===== src/rtl/riscv_pkg.sv =====
// riscv_pkg: shared types and constants for the RISC-V execute stage.
//   alu_op_e      - ALU operation carried on alu_control_e
//   branch_cond_e - branch funct3 codes (010/011 are reserved, never taken)
//   md_op_e       - M-extension funct3 codes
//   md_state_e    - iterative multiply/divide FSM states
//   FWD_*         - forwarding mux selects (11 falls back to the register value)
package riscv_pkg;

    typedef enum logic [3:0] {
        ALU_ADD  = 4'd0,
        ALU_SUB  = 4'd1,
        ALU_AND  = 4'd2,
        ALU_OR   = 4'd3,
        ALU_XOR  = 4'd4,
        ALU_SLL  = 4'd5,
        ALU_SRL  = 4'd6,
        ALU_SRA  = 4'd7,
        ALU_SLT  = 4'd8,
        ALU_SLTU = 4'd9
    } alu_op_e;

    typedef enum logic [2:0] {
        BR_EQ  = 3'b000,
        BR_NE  = 3'b001,
        BR_LT  = 3'b100,
        BR_GE  = 3'b101,
        BR_LTU = 3'b110,
        BR_GEU = 3'b111
    } branch_cond_e;

    typedef enum logic [2:0] {
        MD_MUL    = 3'b000,
        MD_MULH   = 3'b001,
        MD_MULHSU = 3'b010,
        MD_MULHU  = 3'b011,
        MD_DIV    = 3'b100,
        MD_DIVU   = 3'b101,
        MD_REM    = 3'b110,
        MD_REMU   = 3'b111
    } md_op_e;

    typedef enum logic [1:0] {
        MD_IDLE = 2'd0,
        MD_BUSY = 2'd1,
        MD_DONE = 2'd2
    } md_state_e;

    localparam logic [1:0] FWD_RD = 2'b00;
    localparam logic [1:0] FWD_W  = 2'b01;
    localparam logic [1:0] FWD_M  = 2'b10;

endpackage


===== src/rtl/execute_stage_md_if.sv =====
// execute_stage_md_if: the E/M pipeline register bundle.
//   master - driven by the execute stage (owner of the E/M register)
//   slave  - consumed by the memory stage
interface execute_stage_md_if #(
    parameter int XLEN = 32
);
    logic [XLEN-1:0] pc_plus4_m;
    logic [XLEN-1:0] alu_result_m_q;
    logic [XLEN-1:0] write_data_m;
    logic [4:0]      rd_m;
    logic [1:0]      result_src_m;
    logic            mem_write_m;
    logic            reg_write_m;

    modport master (
        output pc_plus4_m, alu_result_m_q, write_data_m,
               rd_m, result_src_m, mem_write_m, reg_write_m
    );

    modport slave (
        input  pc_plus4_m, alu_result_m_q, write_data_m,
               rd_m, result_src_m, mem_write_m, reg_write_m
    );
endinterface


===== src/rtl/muldiv_iter.sv =====
// muldiv_iter: iterative RV32M-style multiply/divide, one radix-2 step per cycle.
//   clk, srst     - clock, synchronous active-high reset
//   start         - begin an operation (sampled only in IDLE)
//   flush         - abandon any operation, back to IDLE next cycle
//   op            - M-extension funct3
//   a, b          - operands (rs1, rs2), captured at IDLE->BUSY
//   busy          - XLEN iterations in progress
//   done          - result valid this cycle (single-cycle DONE state)
//   result        - signed-corrected result, meaningful while done
// Operands are converted to magnitudes on entry; the sign is restored
// combinationally from the registered accumulator while in DONE.
module muldiv_iter
    import riscv_pkg::*;
#(
    parameter int XLEN = 32
) (
    input  logic            clk,
    input  logic            srst,
    input  logic            start,
    input  logic            flush,
    input  logic [2:0]      op,
    input  logic [XLEN-1:0] a,
    input  logic [XLEN-1:0] b,
    output logic            busy,
    output logic            done,
    output logic [XLEN-1:0] result
);
    localparam int CW = $clog2(XLEN);

    md_state_e         state_reg, state_next;
    logic [CW-1:0]     count_reg, count_next;
    // Multiply: {product_hi, multiplier shifting out}. Divide: {remainder, quotient}.
    logic [2*XLEN-1:0] acc_reg, acc_next;
    logic [XLEN-1:0]   opb_reg, opb_next;        // multiplicand / divisor magnitude
    logic [XLEN-1:0]   dividend_reg, dividend_next;
    md_op_e            op_reg, op_next;
    logic              neg_res_reg, neg_res_next;
    logic              neg_rem_reg, neg_rem_next;
    logic              div_zero_reg, div_zero_next;

    md_op_e            op_in;
    logic              a_signed, b_signed, a_neg, b_neg;
    logic [XLEN-1:0]   a_mag, b_mag;
    logic              is_div;

    logic [XLEN:0]     mul_sum;
    logic [2*XLEN-1:0] mul_step;
    logic [XLEN:0]     div_shift, div_diff;
    logic [2*XLEN-1:0] div_step;

    logic [2*XLEN-1:0] prod_fix;
    logic [XLEN-1:0]   quo_fix, rem_fix;

    assign op_in = md_op_e'(op);

    always_comb begin
        a_signed = op_in inside {MD_MULH, MD_MULHSU, MD_DIV, MD_REM};
        b_signed = op_in inside {MD_MULH, MD_DIV, MD_REM};
        a_neg    = a_signed & a[XLEN-1];
        b_neg    = b_signed & b[XLEN-1];
        a_mag    = a_neg ? -a : a;
        b_mag    = b_neg ? -b : b;
    end

    assign is_div = op_reg inside {MD_DIV, MD_DIVU, MD_REM, MD_REMU};

    // Shift-add: add the multiplicand into the high half when the current
    // multiplier LSB is set, then shift the whole accumulator right.
    assign mul_sum  = {1'b0, acc_reg[2*XLEN-1:XLEN]} + ({1'b0, opb_reg} & {(XLEN+1){acc_reg[0]}});
    assign mul_step = {mul_sum, acc_reg[XLEN-1:1]};

    // Restoring division: bring the next dividend bit into the remainder and
    // keep the subtraction only if it did not go negative.
    assign div_shift = {acc_reg[2*XLEN-1:XLEN], acc_reg[XLEN-1]};
    assign div_diff  = div_shift - {1'b0, opb_reg};
    assign div_step  = div_diff[XLEN] ? {div_shift[XLEN-1:0], acc_reg[XLEN-2:0], 1'b0}
                                      : {div_diff[XLEN-1:0],  acc_reg[XLEN-2:0], 1'b1};

    always_comb begin
        state_next    = state_reg;
        count_next    = count_reg;
        acc_next      = acc_reg;
        opb_next      = opb_reg;
        dividend_next = dividend_reg;
        op_next       = op_reg;
        neg_res_next  = neg_res_reg;
        neg_rem_next  = neg_rem_reg;
        div_zero_next = div_zero_reg;
        case (state_reg)
            MD_IDLE: begin
                if (start) begin
                    state_next    = MD_BUSY;
                    count_next    = '0;
                    acc_next      = {{XLEN{1'b0}}, a_mag};
                    opb_next      = b_mag;
                    dividend_next = a;
                    op_next       = op_in;
                    neg_res_next  = a_neg ^ b_neg;
                    neg_rem_next  = a_neg;
                    div_zero_next = (b == '0);
                end
            end
            MD_BUSY: begin
                acc_next   = is_div ? div_step : mul_step;
                count_next = count_reg + 1'b1;
                if (count_reg == CW'(XLEN - 1)) begin
                    state_next = MD_DONE;
                end
            end
            MD_DONE: state_next = MD_IDLE;
            default: state_next = MD_IDLE;
        endcase
        if (flush) begin
            state_next = MD_IDLE;
        end
    end

    always_ff @(posedge clk) begin
        if (srst) begin
            state_reg    <= MD_IDLE;
            count_reg    <= '0;
            acc_reg      <= '0;
            opb_reg      <= '0;
            dividend_reg <= '0;
            op_reg       <= MD_MUL;
            neg_res_reg  <= 1'b0;
            neg_rem_reg  <= 1'b0;
            div_zero_reg <= 1'b0;
        end else begin
            state_reg    <= state_next;
            count_reg    <= count_next;
            acc_reg      <= acc_next;
            opb_reg      <= opb_next;
            dividend_reg <= dividend_next;
            op_reg       <= op_next;
            neg_res_reg  <= neg_res_next;
            neg_rem_reg  <= neg_rem_next;
            div_zero_reg <= div_zero_next;
        end
    end

    // Sign restoration. Divide-by-zero bypasses it; MIN / -1 needs no special
    // case because |MIN| / 1 already yields the MIN bit pattern with a zero remainder.
    assign prod_fix = neg_res_reg ? -acc_reg : acc_reg;
    assign quo_fix  = neg_res_reg ? -acc_reg[XLEN-1:0] : acc_reg[XLEN-1:0];
    assign rem_fix  = neg_rem_reg ? -acc_reg[2*XLEN-1:XLEN] : acc_reg[2*XLEN-1:XLEN];

    always_comb begin
        result = '0;
        case (op_reg)
            MD_MUL:                       result = prod_fix[XLEN-1:0];
            MD_MULH, MD_MULHSU, MD_MULHU: result = prod_fix[2*XLEN-1:XLEN];
            MD_DIV, MD_DIVU:              result = div_zero_reg ? {XLEN{1'b1}} : quo_fix;
            MD_REM, MD_REMU:              result = div_zero_reg ? dividend_reg : rem_fix;
            default:                      result = '0;
        endcase
    end

    assign busy = (state_reg == MD_BUSY);
    assign done = (state_reg == MD_DONE);

endmodule


===== src/rtl/execute_stage_md.sv =====
// execute_stage_md: pipeline execute stage with iterative M-extension unit.
//   clk, srst                - clock, synchronous active-high reset
//   pc_e, pc_plus4_e         - PC / PC+4 of the E instruction
//   rs1_e, rs2_e             - source indices (hazard unit only, unused here)
//   rd_e                     - destination index
//   rd1_e, rd2_e, imm_ext_e  - register operands, extended immediate
//   result_w, alu_result_m   - forwarding sources
//   forward_a_e/forward_b_e  - forward selects
//   *_e controls             - reg/mem write, jump, jalr, branch, alu_src, result_src
//   alu_control_e            - ALU operation
//   branch_cond_e            - branch funct3
//   md_en_e, md_op_e         - M-extension op present / funct3
//   flush_e                  - squash the E instruction
//   stall_e                  - hold F/D/E while a multiply/divide runs
//   res_src_e                - result_src_e[0] for load-use detection
//   pc_src_e, pc_target_e    - fetch redirect
//   em                       - E/M pipeline register (master side)
// XLEN must be a power of two and at least 8.
module execute_stage_md #(
    parameter int XLEN = 32
) (
    input  logic                   clk,
    input  logic                   srst,
    input  logic [XLEN-1:0]        pc_e,
    input  logic [XLEN-1:0]        pc_plus4_e,
    input  logic [4:0]             rs1_e,
    input  logic [4:0]             rs2_e,
    input  logic [4:0]             rd_e,
    input  logic [XLEN-1:0]        rd1_e,
    input  logic [XLEN-1:0]        rd2_e,
    input  logic [XLEN-1:0]        imm_ext_e,
    input  logic [XLEN-1:0]        result_w,
    input  logic [XLEN-1:0]        alu_result_m,
    input  logic [1:0]             forward_a_e,
    input  logic [1:0]             forward_b_e,
    input  logic                   reg_write_e,
    input  logic                   mem_write_e,
    input  logic                   jump_e,
    input  logic                   jalr_e,
    input  logic                   branch_e,
    input  logic                   alu_src_e,
    input  logic [1:0]             result_src_e,
    input  riscv_pkg::alu_op_e     alu_control_e,
    input  logic [2:0]             branch_cond_e,
    input  logic                   md_en_e,
    input  logic [2:0]             md_op_e,
    input  logic                   flush_e,
    output logic                   stall_e,
    output logic                   res_src_e,
    output logic                   pc_src_e,
    output logic [XLEN-1:0]        pc_target_e,
    execute_stage_md_if.master     em
);
    localparam int SHW = $clog2(XLEN);

    logic [XLEN-1:0] src_a, src_b, write_data_e;
    logic [XLEN-1:0] alu_result;
    logic [SHW-1:0]  shamt;
    logic            cond_true;
    logic            md_start, md_busy, md_done;
    logic [XLEN-1:0] md_result;
    logic            unused_ok;

    // Forwarding muxes; select 11 falls through to the register value.
    always_comb begin
        case (forward_a_e)
            riscv_pkg::FWD_W: src_a = result_w;
            riscv_pkg::FWD_M: src_a = alu_result_m;
            default:          src_a = rd1_e;
        endcase
        case (forward_b_e)
            riscv_pkg::FWD_W: write_data_e = result_w;
            riscv_pkg::FWD_M: write_data_e = alu_result_m;
            default:          write_data_e = rd2_e;
        endcase
    end

    assign src_b = alu_src_e ? imm_ext_e : write_data_e;
    assign shamt = src_b[SHW-1:0];

    always_comb begin
        alu_result = '0;
        case (alu_control_e)
            riscv_pkg::ALU_ADD:  alu_result = src_a + src_b;
            riscv_pkg::ALU_SUB:  alu_result = src_a - src_b;
            riscv_pkg::ALU_AND:  alu_result = src_a & src_b;
            riscv_pkg::ALU_OR:   alu_result = src_a | src_b;
            riscv_pkg::ALU_XOR:  alu_result = src_a ^ src_b;
            riscv_pkg::ALU_SLL:  alu_result = src_a << shamt;
            riscv_pkg::ALU_SRL:  alu_result = src_a >> shamt;
            riscv_pkg::ALU_SRA:  alu_result = $signed(src_a) >>> shamt;
            riscv_pkg::ALU_SLT:  alu_result = {{(XLEN-1){1'b0}}, $signed(src_a) < $signed(src_b)};
            riscv_pkg::ALU_SLTU: alu_result = {{(XLEN-1){1'b0}}, src_a < src_b};
            default:             alu_result = '0;
        endcase
    end

    // Branches always compare the two register operands, never the immediate.
    always_comb begin
        cond_true = 1'b0;
        case (branch_cond_e)
            riscv_pkg::BR_EQ:  cond_true = (src_a == write_data_e);
            riscv_pkg::BR_NE:  cond_true = (src_a != write_data_e);
            riscv_pkg::BR_LT:  cond_true = ($signed(src_a) <  $signed(write_data_e));
            riscv_pkg::BR_GE:  cond_true = ($signed(src_a) >= $signed(write_data_e));
            riscv_pkg::BR_LTU: cond_true = (src_a <  write_data_e);
            riscv_pkg::BR_GEU: cond_true = (src_a >= write_data_e);
            default:           cond_true = 1'b0;
        endcase
    end

    // A squashed instruction must never redirect fetch, whether jump or branch.
    assign pc_src_e    = ~srst & ~flush_e & (jump_e | (branch_e & cond_true));
    assign pc_target_e = jalr_e ? (alu_result & {{(XLEN-1){1'b1}}, 1'b0}) : (pc_e + imm_ext_e);
    assign res_src_e   = result_src_e[0];

    assign md_start = md_en_e & ~flush_e;
    assign stall_e  = ~srst & md_en_e & ~md_done & ~flush_e;

    muldiv_iter #(
        .XLEN(XLEN)
    ) u_muldiv (
        .clk    (clk),
        .srst   (srst),
        .start  (md_start),
        .flush  (flush_e),
        .op     (md_op_e),
        .a      (src_a),
        .b      (write_data_e),
        .busy   (md_busy),
        .done   (md_done),
        .result (md_result)
    );

    // E/M register: bubbles while stalled or flushed.
    always_ff @(posedge clk) begin
        if (srst || flush_e || stall_e) begin
            em.pc_plus4_m     <= '0;
            em.alu_result_m_q <= '0;
            em.write_data_m   <= '0;
            em.rd_m           <= '0;
            em.result_src_m   <= '0;
            em.mem_write_m    <= 1'b0;
            em.reg_write_m    <= 1'b0;
        end else begin
            em.pc_plus4_m     <= pc_plus4_e;
            em.alu_result_m_q <= md_en_e ? md_result : alu_result;
            em.write_data_m   <= write_data_e;
            em.rd_m           <= rd_e;
            em.result_src_m   <= result_src_e;
            em.mem_write_m    <= mem_write_e;
            em.reg_write_m    <= reg_write_e;
        end
    end

    assign unused_ok = ^{rs1_e, rs2_e, md_busy};

endmodule


===== src/flat_wrapper.sv =====
// flat-port wrapper written by rule: the top's interface ports become plain ports
module execute_stage_md_flat 
#(
    parameter int XLEN = 32
)
  (clk, srst, pc_e, pc_plus4_e, rs1_e, rs2_e, rd_e, rd1_e, rd2_e, imm_ext_e, result_w, alu_result_m, forward_a_e, forward_b_e, reg_write_e, mem_write_e, jump_e, jalr_e, branch_e, alu_src_e, result_src_e, alu_control_e, branch_cond_e, md_en_e, md_op_e, flush_e, stall_e, res_src_e, pc_src_e, pc_target_e, em_pc_plus4_m, em_alu_result_m_q, em_write_data_m, em_rd_m, em_result_src_m, em_mem_write_m, em_reg_write_m);
  execute_stage_md_if #(.XLEN(XLEN)) em_i ();
  input  logic clk;
  input  logic srst;
  input  logic [XLEN-1:0] pc_e;
  input  logic [XLEN-1:0] pc_plus4_e;
  input  logic [4:0] rs1_e;
  input  logic [4:0] rs2_e;
  input  logic [4:0] rd_e;
  input  logic [XLEN-1:0] rd1_e;
  input  logic [XLEN-1:0] rd2_e;
  input  logic [XLEN-1:0] imm_ext_e;
  input  logic [XLEN-1:0] result_w;
  input  logic [XLEN-1:0] alu_result_m;
  input  logic [1:0] forward_a_e;
  input  logic [1:0] forward_b_e;
  input  logic reg_write_e;
  input  logic mem_write_e;
  input  logic jump_e;
  input  logic jalr_e;
  input  logic branch_e;
  input  logic alu_src_e;
  input  logic [1:0] result_src_e;
  input  riscv_pkg::alu_op_e alu_control_e;
  input  logic [2:0] branch_cond_e;
  input  logic md_en_e;
  input  logic [2:0] md_op_e;
  input  logic flush_e;
  output logic stall_e;
  output logic res_src_e;
  output logic pc_src_e;
  output logic [XLEN-1:0] pc_target_e;
  output wire logic [$bits(em_i.pc_plus4_m)-1:0] em_pc_plus4_m;
  output wire logic [$bits(em_i.alu_result_m_q)-1:0] em_alu_result_m_q;
  output wire logic [$bits(em_i.write_data_m)-1:0] em_write_data_m;
  output wire logic [$bits(em_i.rd_m)-1:0] em_rd_m;
  output wire logic [$bits(em_i.result_src_m)-1:0] em_result_src_m;
  output wire logic [$bits(em_i.mem_write_m)-1:0] em_mem_write_m;
  output wire logic [$bits(em_i.reg_write_m)-1:0] em_reg_write_m;
  assign em_pc_plus4_m = em_i.pc_plus4_m;
  assign em_alu_result_m_q = em_i.alu_result_m_q;
  assign em_write_data_m = em_i.write_data_m;
  assign em_rd_m = em_i.rd_m;
  assign em_result_src_m = em_i.result_src_m;
  assign em_mem_write_m = em_i.mem_write_m;
  assign em_reg_write_m = em_i.reg_write_m;
  execute_stage_md #(.XLEN(XLEN)) u_core (.clk(clk), .srst(srst), .pc_e(pc_e), .pc_plus4_e(pc_plus4_e), .rs1_e(rs1_e), .rs2_e(rs2_e), .rd_e(rd_e), .rd1_e(rd1_e), .rd2_e(rd2_e), .imm_ext_e(imm_ext_e), .result_w(result_w), .alu_result_m(alu_result_m), .forward_a_e(forward_a_e), .forward_b_e(forward_b_e), .reg_write_e(reg_write_e), .mem_write_e(mem_write_e), .jump_e(jump_e), .jalr_e(jalr_e), .branch_e(branch_e), .alu_src_e(alu_src_e), .result_src_e(result_src_e), .alu_control_e(alu_control_e), .branch_cond_e(branch_cond_e), .md_en_e(md_en_e), .md_op_e(md_op_e), .flush_e(flush_e), .stall_e(stall_e), .res_src_e(res_src_e), .pc_src_e(pc_src_e), .pc_target_e(pc_target_e), .em(em_i));
endmodule

===== config.mk =====
export PLATFORM = sky130hd
export DESIGN_NAME = execute_stage_md_flat
export DESIGN_NICKNAME = d
export VERILOG_FILES = /design/src/rtl/riscv_pkg.sv /design/src/rtl/execute_stage_md_if.sv /design/src/rtl/muldiv_iter.sv /design/src/rtl/execute_stage_md.sv /design/src/flat_wrapper.sv
export SDC_FILE = /design/constraint.sdc
export NUM_CORES = 2
export LEC_CHECK = 0
export ABC_CLOCK_PERIOD_IN_PS = 21200
export CAP_MARGIN = 20
export CORE_ASPECT_RATIO = 1.75
export CORE_MARGIN = 3
export CORE_UTILIZATION = 62
export CTS_CLUSTER_SIZE = 40
export DETAILED_ROUTE_END_ITERATION = 10
export PLACE_DENSITY = 0.95
export SLEW_MARGIN = 20
export SYNTH_ARGS = -nofsm -noshare
export SYNTH_HDL_FRONTEND = slang
export SYNTH_SLANG_ARGS = --single-unit

===== constraint.sdc =====
create_clock -name clk -period 21.2 [get_ports clk]
set_clock_uncertainty 0.1 [all_clocks]
set_input_delay 3.18 -clock clk [delete_from_list [all_inputs] [get_ports clk]]
set_output_delay 3.18 -clock clk [all_outputs]
set_load 0.03 [all_outputs]

==> impl_summary.md, run 1 <==
Yosys
The synthesized netlist cell count is 4090. By area the synthesized netlist is led by sky130_fd_sc_hd__dfxtp_1 17%, sky130_fd_sc_hd__ha_1 10%, sky130_fd_sc_hd__a21oi_1 6.7%. By area, the combinational part of the netlist is dominated by compound AO/OA/AOI/OAI gates. The synthesized design spends more area on one cell type than any other, namely sky130_fd_sc_hd__dfxtp_1. After synthesis, the netlist uses 101 different library cells. The multiplexer share of the synthesized area is 5.43%. The top cell type by area accounts for 17.1% of the synthesized area.

During synthesis, Yosys emitted a total of 0 warnings. After Yosys synthesis, full adders, half adders and majority gates account for 10.5% of the synthesized area. The net count after synthesis is 4593.

The synthesized netlist devotes 33.7% of its cell area to compound gates. The proportion of synthesized flip-flops having asynchronous set or reset is 0%. The mapped netlist covers 28800 um^2. Counting flops with a built-in enable in the synthesized netlist gives 0. The synthesized-area fraction occupied by and/or/nand/nor cells is 19.5%. The share of the yosys chip area belonging to registers is 17.1%. In this run, synthesis produced a sequential element count of 246. The dominant synthesized flop cell is sky130_fd_sc_hd__dfxtp_1. The synthesized netlist devotes 7.23% of its cell area to XOR and XNOR gates. The synthesized area divided by synthesized cell count is 7.05 um^2.

Floorplan
For this configuration, the core starts out at a cell density of 63.4%. The floorplan die width is 169 um. During I/O placement, the number of pins put on the boundary was 405. The die span in y is 291 um. The floorplan has 103 rows.

Status
The tool reported: "[ERROR GRT-0116] Global routing finished with congestion. Check the congestion regions in the DRC Viewer". It got as far as global routing (5_1_grt) and failed there. The run stopped with a tool error.

Global routing
The pin count of the biggest net entering global routing is 86. In the global route stage, overall resource usage came out at 62.7%. The first global-routing pass estimated 236000 um of wire. The total global routing overflow is 8. The via count of the first global-routing pass came to 37300.

Clocking
The CTS buffer count is 26. The count of instances resized after the clock tree is built is 0. In this run, post-CTS hold repair placed 0 buffers. The number of setup buffers added after CTS is 0.

In this run the number of H-tree levels came out at 1. The maximum root-to-sink buffer count is 3. The clock root buffer master is sky130_fd_sc_hd__clkbuf_16. The CTS sink count is 246.

Placement
Summed over all nets, the half-perimeter wirelength after detailed placement is 113000 um. Input and output buffers added on the ports amount to 394. Before CTS, the worst setup slack after placement is 7080 ps. At the end of routability-driven placement, the weighted congestion stood at 1.20.
-- logic make-up after synthesis --
| group | count (synthesis) |
|---|---|
| and+or+nand+nor | 1252 |
| muxes | 151 |
| DFF | 246 |
| xor gates and xnor gates | 238 |
| buffers and inverters | 490 |
| adders and majority gates | 238 |
| AOI/OAI and AO/OA | 1475 |
-- cell usage after synthesis, types with 13 or more instances --
| cell | n |
|---|---|
| sky130_fd_sc_hd__nor3_1 | 43 |
| sky130_fd_sc_hd__ha_1 | 233 |
| sky130_fd_sc_hd__or3_1 | 25 |
| sky130_fd_sc_hd__mux2i_1 | 135 |
| sky130_fd_sc_hd__nand3_1 | 52 |
| sky130_fd_sc_hd__a2111oi_0 | 13 |
| sky130_fd_sc_hd__o21ai_1 | 108 |
| sky130_fd_sc_hd__nor4_1 | 17 |
| sky130_fd_sc_hd__dfxtp_1 | 246 |
| sky130_fd_sc_hd__clkbuf_1 | 233 |
| sky130_fd_sc_hd__a311oi_1 | 14 |
| sky130_fd_sc_hd__or2_2 | 18 |
| sky130_fd_sc_hd__o21ai_0 | 215 |
| sky130_fd_sc_hd__a21o_1 | 64 |
| sky130_fd_sc_hd__o211ai_1 | 57 |
| sky130_fd_sc_hd__nor2b_1 | 33 |
| sky130_fd_sc_hd__o31ai_1 | 35 |
| sky130_fd_sc_hd__xor2_1 | 105 |
| sky130_fd_sc_hd__o22ai_1 | 59 |
| sky130_fd_sc_hd__xnor2_1 | 133 |
| sky130_fd_sc_hd__buf_2 | 34 |
| sky130_fd_sc_hd__a31oi_1 | 39 |
| sky130_fd_sc_hd__a221o_1 | 47 |
| sky130_fd_sc_hd__and2_1 | 22 |
| sky130_fd_sc_hd__inv_1 | 161 |
| sky130_fd_sc_hd__nand2b_1 | 36 |
| sky130_fd_sc_hd__a211oi_1 | 94 |
| sky130_fd_sc_hd__nand2_1 | 417 |
| sky130_fd_sc_hd__buf_1 | 43 |
| sky130_fd_sc_hd__a221oi_1 | 27 |
| sky130_fd_sc_hd__and3_1 | 64 |
| sky130_fd_sc_hd__a22oi_1 | 66 |
| sky130_fd_sc_hd__nor2_1 | 459 |
| sky130_fd_sc_hd__o21a_1 | 47 |
| sky130_fd_sc_hd__o21bai_1 | 21 |
| sky130_fd_sc_hd__nand4_1 | 21 |
| sky130_fd_sc_hd__o221ai_1 | 35 |
| sky130_fd_sc_hd__a21oi_1 | 385 |
-- per-stage QoR --
step	cells	instance area [um^2]	util, %	hold slack (ps)
2_1_floorplan	4090	28800	-	333
3_3_place_gp	4833	33000	72.6	338
3_5_place_dp	4833	33000	72.6	345
4_1_cts	4880	33800	74.4	354
-- layer usage --
layer | GRT overflow | global-route usage, %
met4 | 4 | 67.3
met1 | 0 | 62.0
met5 | 0 | 6.07
met3 | 0 | 33.7
met2 | 4 | 87.6
==> run 2, diff against run 1 <==
Settings changed: CORE_ASPECT_RATIO 1.75 to not set, CORE_UTILIZATION 62 to 40, CTS_CLUSTER_SIZE 40 to not set, PLACE_DENSITY 0.95 to not set, PLACE_DENSITY_LB_ADDON set to 0.15.
==> impl_summary.md, run 2 <==
Clocking
The count of instances resized after the clock tree is built came to 0 (unchanged). The hold buffer count at CTS is 0 (unchanged). The clock root buffer master is sky130_fd_sc_hd__clkbuf_16. The number of buffers inserted by post-CTS setup repair is 0 (unchanged). The clock tree from TritonCTS is built. The CTS sink count is 246 (unchanged). After clock tree synthesis, the clock-pin slew on the worst setup and hold paths is 60 ps.

The clock insertion delay at the later pin of the skew report is 620 ps. The maximum level of the CTS H-tree is 1 (unchanged). The maximum root-to-sink buffer count is 3 (unchanged).

The CTS buffer count is 31 (+19%).

Yosys
The count of flip-flops with a built-in enable after synthesis was 0 (unchanged). The synthesized area divided by synthesized cell count is 7.05 um^2 (unchanged). The net count after synthesis is 4593 (unchanged). The count of synthesis-stage warnings from yosys is 0 (unchanged). After synthesis, the cell types taking the most area are sky130_fd_sc_hd__dfxtp_1 17%, sky130_fd_sc_hd__ha_1 10%, sky130_fd_sc_hd__a21oi_1 6.7%. The dominant synthesized flop cell is sky130_fd_sc_hd__dfxtp_1. The synthesized cell area was 28800 um^2 (unchanged).

The share of the yosys chip area belonging to registers is 17.1% (unchanged). The top cell type's share of synthesized area is 17.1% (unchanged). The proportion of synthesized flip-flops having asynchronous set or reset was 0% (unchanged). Summed over all instances, the cell type with the most area after synthesis is sky130_fd_sc_hd__dfxtp_1. The count of cell types in the netlist is 101 (unchanged). The synthesis-stage register bit count is 246 (unchanged).

The synthesized netlist cell count is 4090 (unchanged). Ranked by instance count, the synthesized netlist is headed by 459 x sky130_fd_sc_hd__nor2_1, 417 x sky130_fd_sc_hd__nand2_1, 385 x sky130_fd_sc_hd__a21oi_1, 246 x sky130_fd_sc_hd__dfxtp_1. In the post-synthesis netlist, the cell with the most instances is sky130_fd_sc_hd__nor2_1.

Power
The power density relative to cell area is 65.4 nW/um^2. IR analysis of the VDD net gives a maximum drop of 56.6 uV. The standby leakage power is 0.0141 uW.

Setup path
The kind of critical path is input port to output port. Of all nets on the critical path, the largest fanout is 59. STA classifies the critical path startpoint as an input port. In this run the register-to-register setup slack is 16210 ps. Data on the critical path is required at its endpoint by 17920 ps. In this run the critical register-to-register path is launched from u_core.u_muldiv.acc_reg[7]$_SDFFE_PP0P_.

The worst register-to-register path ends at u_core.em.alu_result_m_q[26]$_SDFF_PP0_. At the worst endpoint, the arrival time is 11560 ps. The number of cells traversed by the worst register-to-register path is 10.

STA classifies the critical path endpoint as an output port.

Timing
At the pin with the least slew margin, the transition time is 1260 ps. Setup violations remaining at the end of the flow were counted as 0. Setup repair after global routing left no endpoint under its margin. The worst max-slew margin expressed relative to the limit is 15.4%. The number of pins with negative max-slew slack in the final report is 0. After layout, the minimum clock period comes to 14840 ps. The final-layout setup total negative slack is 0 ps. The worst path setup slack after routing is 6360 ps.

The final critical path takes up 70.0% of the cycle. The maximum clock rate is 67.4 MHz. The final-report hold violation count is 0.

Floorplan
The number of top-level design ports is 405 (unchanged). The die span in y is 274 um (-5.8%). The floorplan die width came to 274 um (+62%). The placeable core region is 70800 um^2. The initial core utilization came to 40.8% (-23 points).

The floorplan row count is 97 (-5.8%). The area of the die is 75300 um^2.

Run
The number of maximum-capacitance constraint violations is 0.

Placement
The number of buffers added on ports is 394 (unchanged). The HPWL after detailed placement is 122000 um (+8.6%). The weighted congestion at the end of routability-driven global placement is 1.07 (-11%). The placed cell count is 5211 (+7.8%).

The pre-CTS setup slack is 6880 ps (-199 ps).

Global routing
The global-route wire length before repair is 222000 um. The initial antenna violation count was 23. The via count of the first global-routing pass is 30900. The total global routing overflow is 0.

The global-route usage over all layers is 39.9%. Entering global routing, the biggest net connects 83 pins.

Final layout
The register with the most flip-flops in the layout has 64 of them. In the final design database the tool counted 4808 nets. The core occupancy in the finished layout is 49.0%. The number of fill cells is 7243. Leaving out filler cells and counting taps, the final layout contains 5281. The library cell used most frequently in the layout, excluding fill and tap cells, is sky130_fd_sc_hd__nor2_1. The layout overhead on the synthesized area is 20.3%. In the final layout, the share of cells above drive strength 1 is 5.68%.

The top cell types in the final layout, fill and taps aside, are 453 x sky130_fd_sc_hd__nor2_1, 416 x sky130_fd_sc_hd__nand2_1, 392 x sky130_fd_sc_hd__clkdlybuf4s50_1.

Routing
After detailed routing, the average wire length per cell comes to 29.8 um. The detailed-router iteration count before antenna repair is 7. In the routed design, unresolved DRC markers number 0. Once detail routing completed, the nets flagged for antenna violations numbered 0. The via total after detailed routing is 33800.

The wire length after detailed routing is 158000 um. The average via count per standard cell is 6.40. The initial detailed-routing violation count is 4391.

Worst hold path
The worst min-delay path startpoint is u_core.u_muldiv.dividend_reg[30]$_SDFFE_PP0P_. Counting instances, the worst hold path has a depth of 2. The hold path endpoint is u_core.u_muldiv.dividend_reg[30]$_SDFFE_PP0P_. In this run the worst hold path is classified as flop to flop.

Status
The run finished with clean final reports.
-- run 2: cell counts after synthesis --
Identical to the previous run, type by type.
-- run 2: logic make-up (layout without fill, tap and decap cells) --
| kind of cell | after synthesis | in the layout | share of synthesized area [%] |
|---|---|---|---|
| muxes | 151 | 151 | 5.43 |
| other | 0 | 12 | 0 |
| and+or+nand+nor | 1252 | 1252 | 19.5 |
| AOI/OAI and AO/OA | 1475 | 1475 | 33.7 |
| xor gates and xnor gates | 238 | 238 | 7.23 |
| DFF | 246 | 246 | 17.1 |
| adders and majority gates | 238 | 238 | 10.5 |
| buffers and inverters | 490 | 729 | 6.66 |
-- run 2: worst max path at each step --
stage	endpoint	slack [ps]	from	depth (start not counted)
finish	pc_target_e[29]	6360	forward_a_e[0]	19
global route	pc_target_e[29]	6290	forward_a_e[0]	19
CTS	pc_target_e[29]	6850	forward_a_e[0]	19
detailed placement	pc_target_e[29]	6880	forward_a_e[0]	19
global placement	pc_target_e[29]	6890	forward_a_e[0]	19
floorplan	pc_target_e[28]	9810	forward_b_e[0]	22
-- run 2: layout make-up --
class | instances | area (um^2) | share of cell area, %
Antenna cell | 12 | 30.0 | 0.0866
Clock buffer | 45 | 888 | 2.56
Clock inverter | 12 | 194 | 0.559
Inverter | 173 | 649 | 1.87
Multi-Input combinational cell | 3354 | 22100 | 63.7
Sequential cell | 246 | 4930 | 14.2
Tap cell | 940 | 1180 | 3.39
Timing Repair Buffer | 499 | 4720 | 13.6
-- run 2: critical path, stage by stage --
cell,delay [ps]
sky130_fd_sc_hd__clkdlybuf4s50_1,490
sky130_fd_sc_hd__inv_1,60
sky130_fd_sc_hd__ha_2,300
sky130_fd_sc_hd__buf_4,520
sky130_fd_sc_hd__o21a_1,880
sky130_fd_sc_hd__inv_1,580
sky130_fd_sc_hd__ha_1,560
sky130_fd_sc_hd__o21a_1,220
sky130_fd_sc_hd__o31a_1,120
sky130_fd_sc_hd__o31ai_1,480
sky130_fd_sc_hd__a21oi_1,270
sky130_fd_sc_hd__a2111oi_0,980
sky130_fd_sc_hd__o21ai_1,390
sky130_fd_sc_hd__a21boi_0,410
sky130_fd_sc_hd__a221oi_1,150
sky130_fd_sc_hd__o2111ai_1,810
sky130_fd_sc_hd__nand2_1,110
sky130_fd_sc_hd__o21ai_1,240
sky130_fd_sc_hd__clkdlybuf4s50_1,760
-- run 2: through the flow --
step / hold WS [ps] / instance area [um^2] / power, uW
final: 362 / 34700 / 2270
after global routing: 393 / 34700 / 2350
after CTS: 356 / 34600 / 2230
after detailed placement: 347 / 33600 / 1650
after global placement: 349 / 33600 / 1650
after floorplan: 333 / 28800 / 1200
-- run 2: power by group --
group	switching [uW]	internal [uW]
clock network	230	349
logic	787	396
registers	22.8	486
total	1040	1230
-- run 2: metal layers --
metal / GRT usage, % / part of all wire (%) / vias up / wire length, um
met5: 0 / 0.11 / - / 172
li1: - / - / 15400 / -
met4: 23.0 / 7.0 / 24 / 11000
met2: 59.8 / 42 / 1944 / 66200
met3: 10.9 / 11 / 439 / 16700
met1: 51.3 / 40 / 16000 / 63600
(Power assumes the default switching activity.)
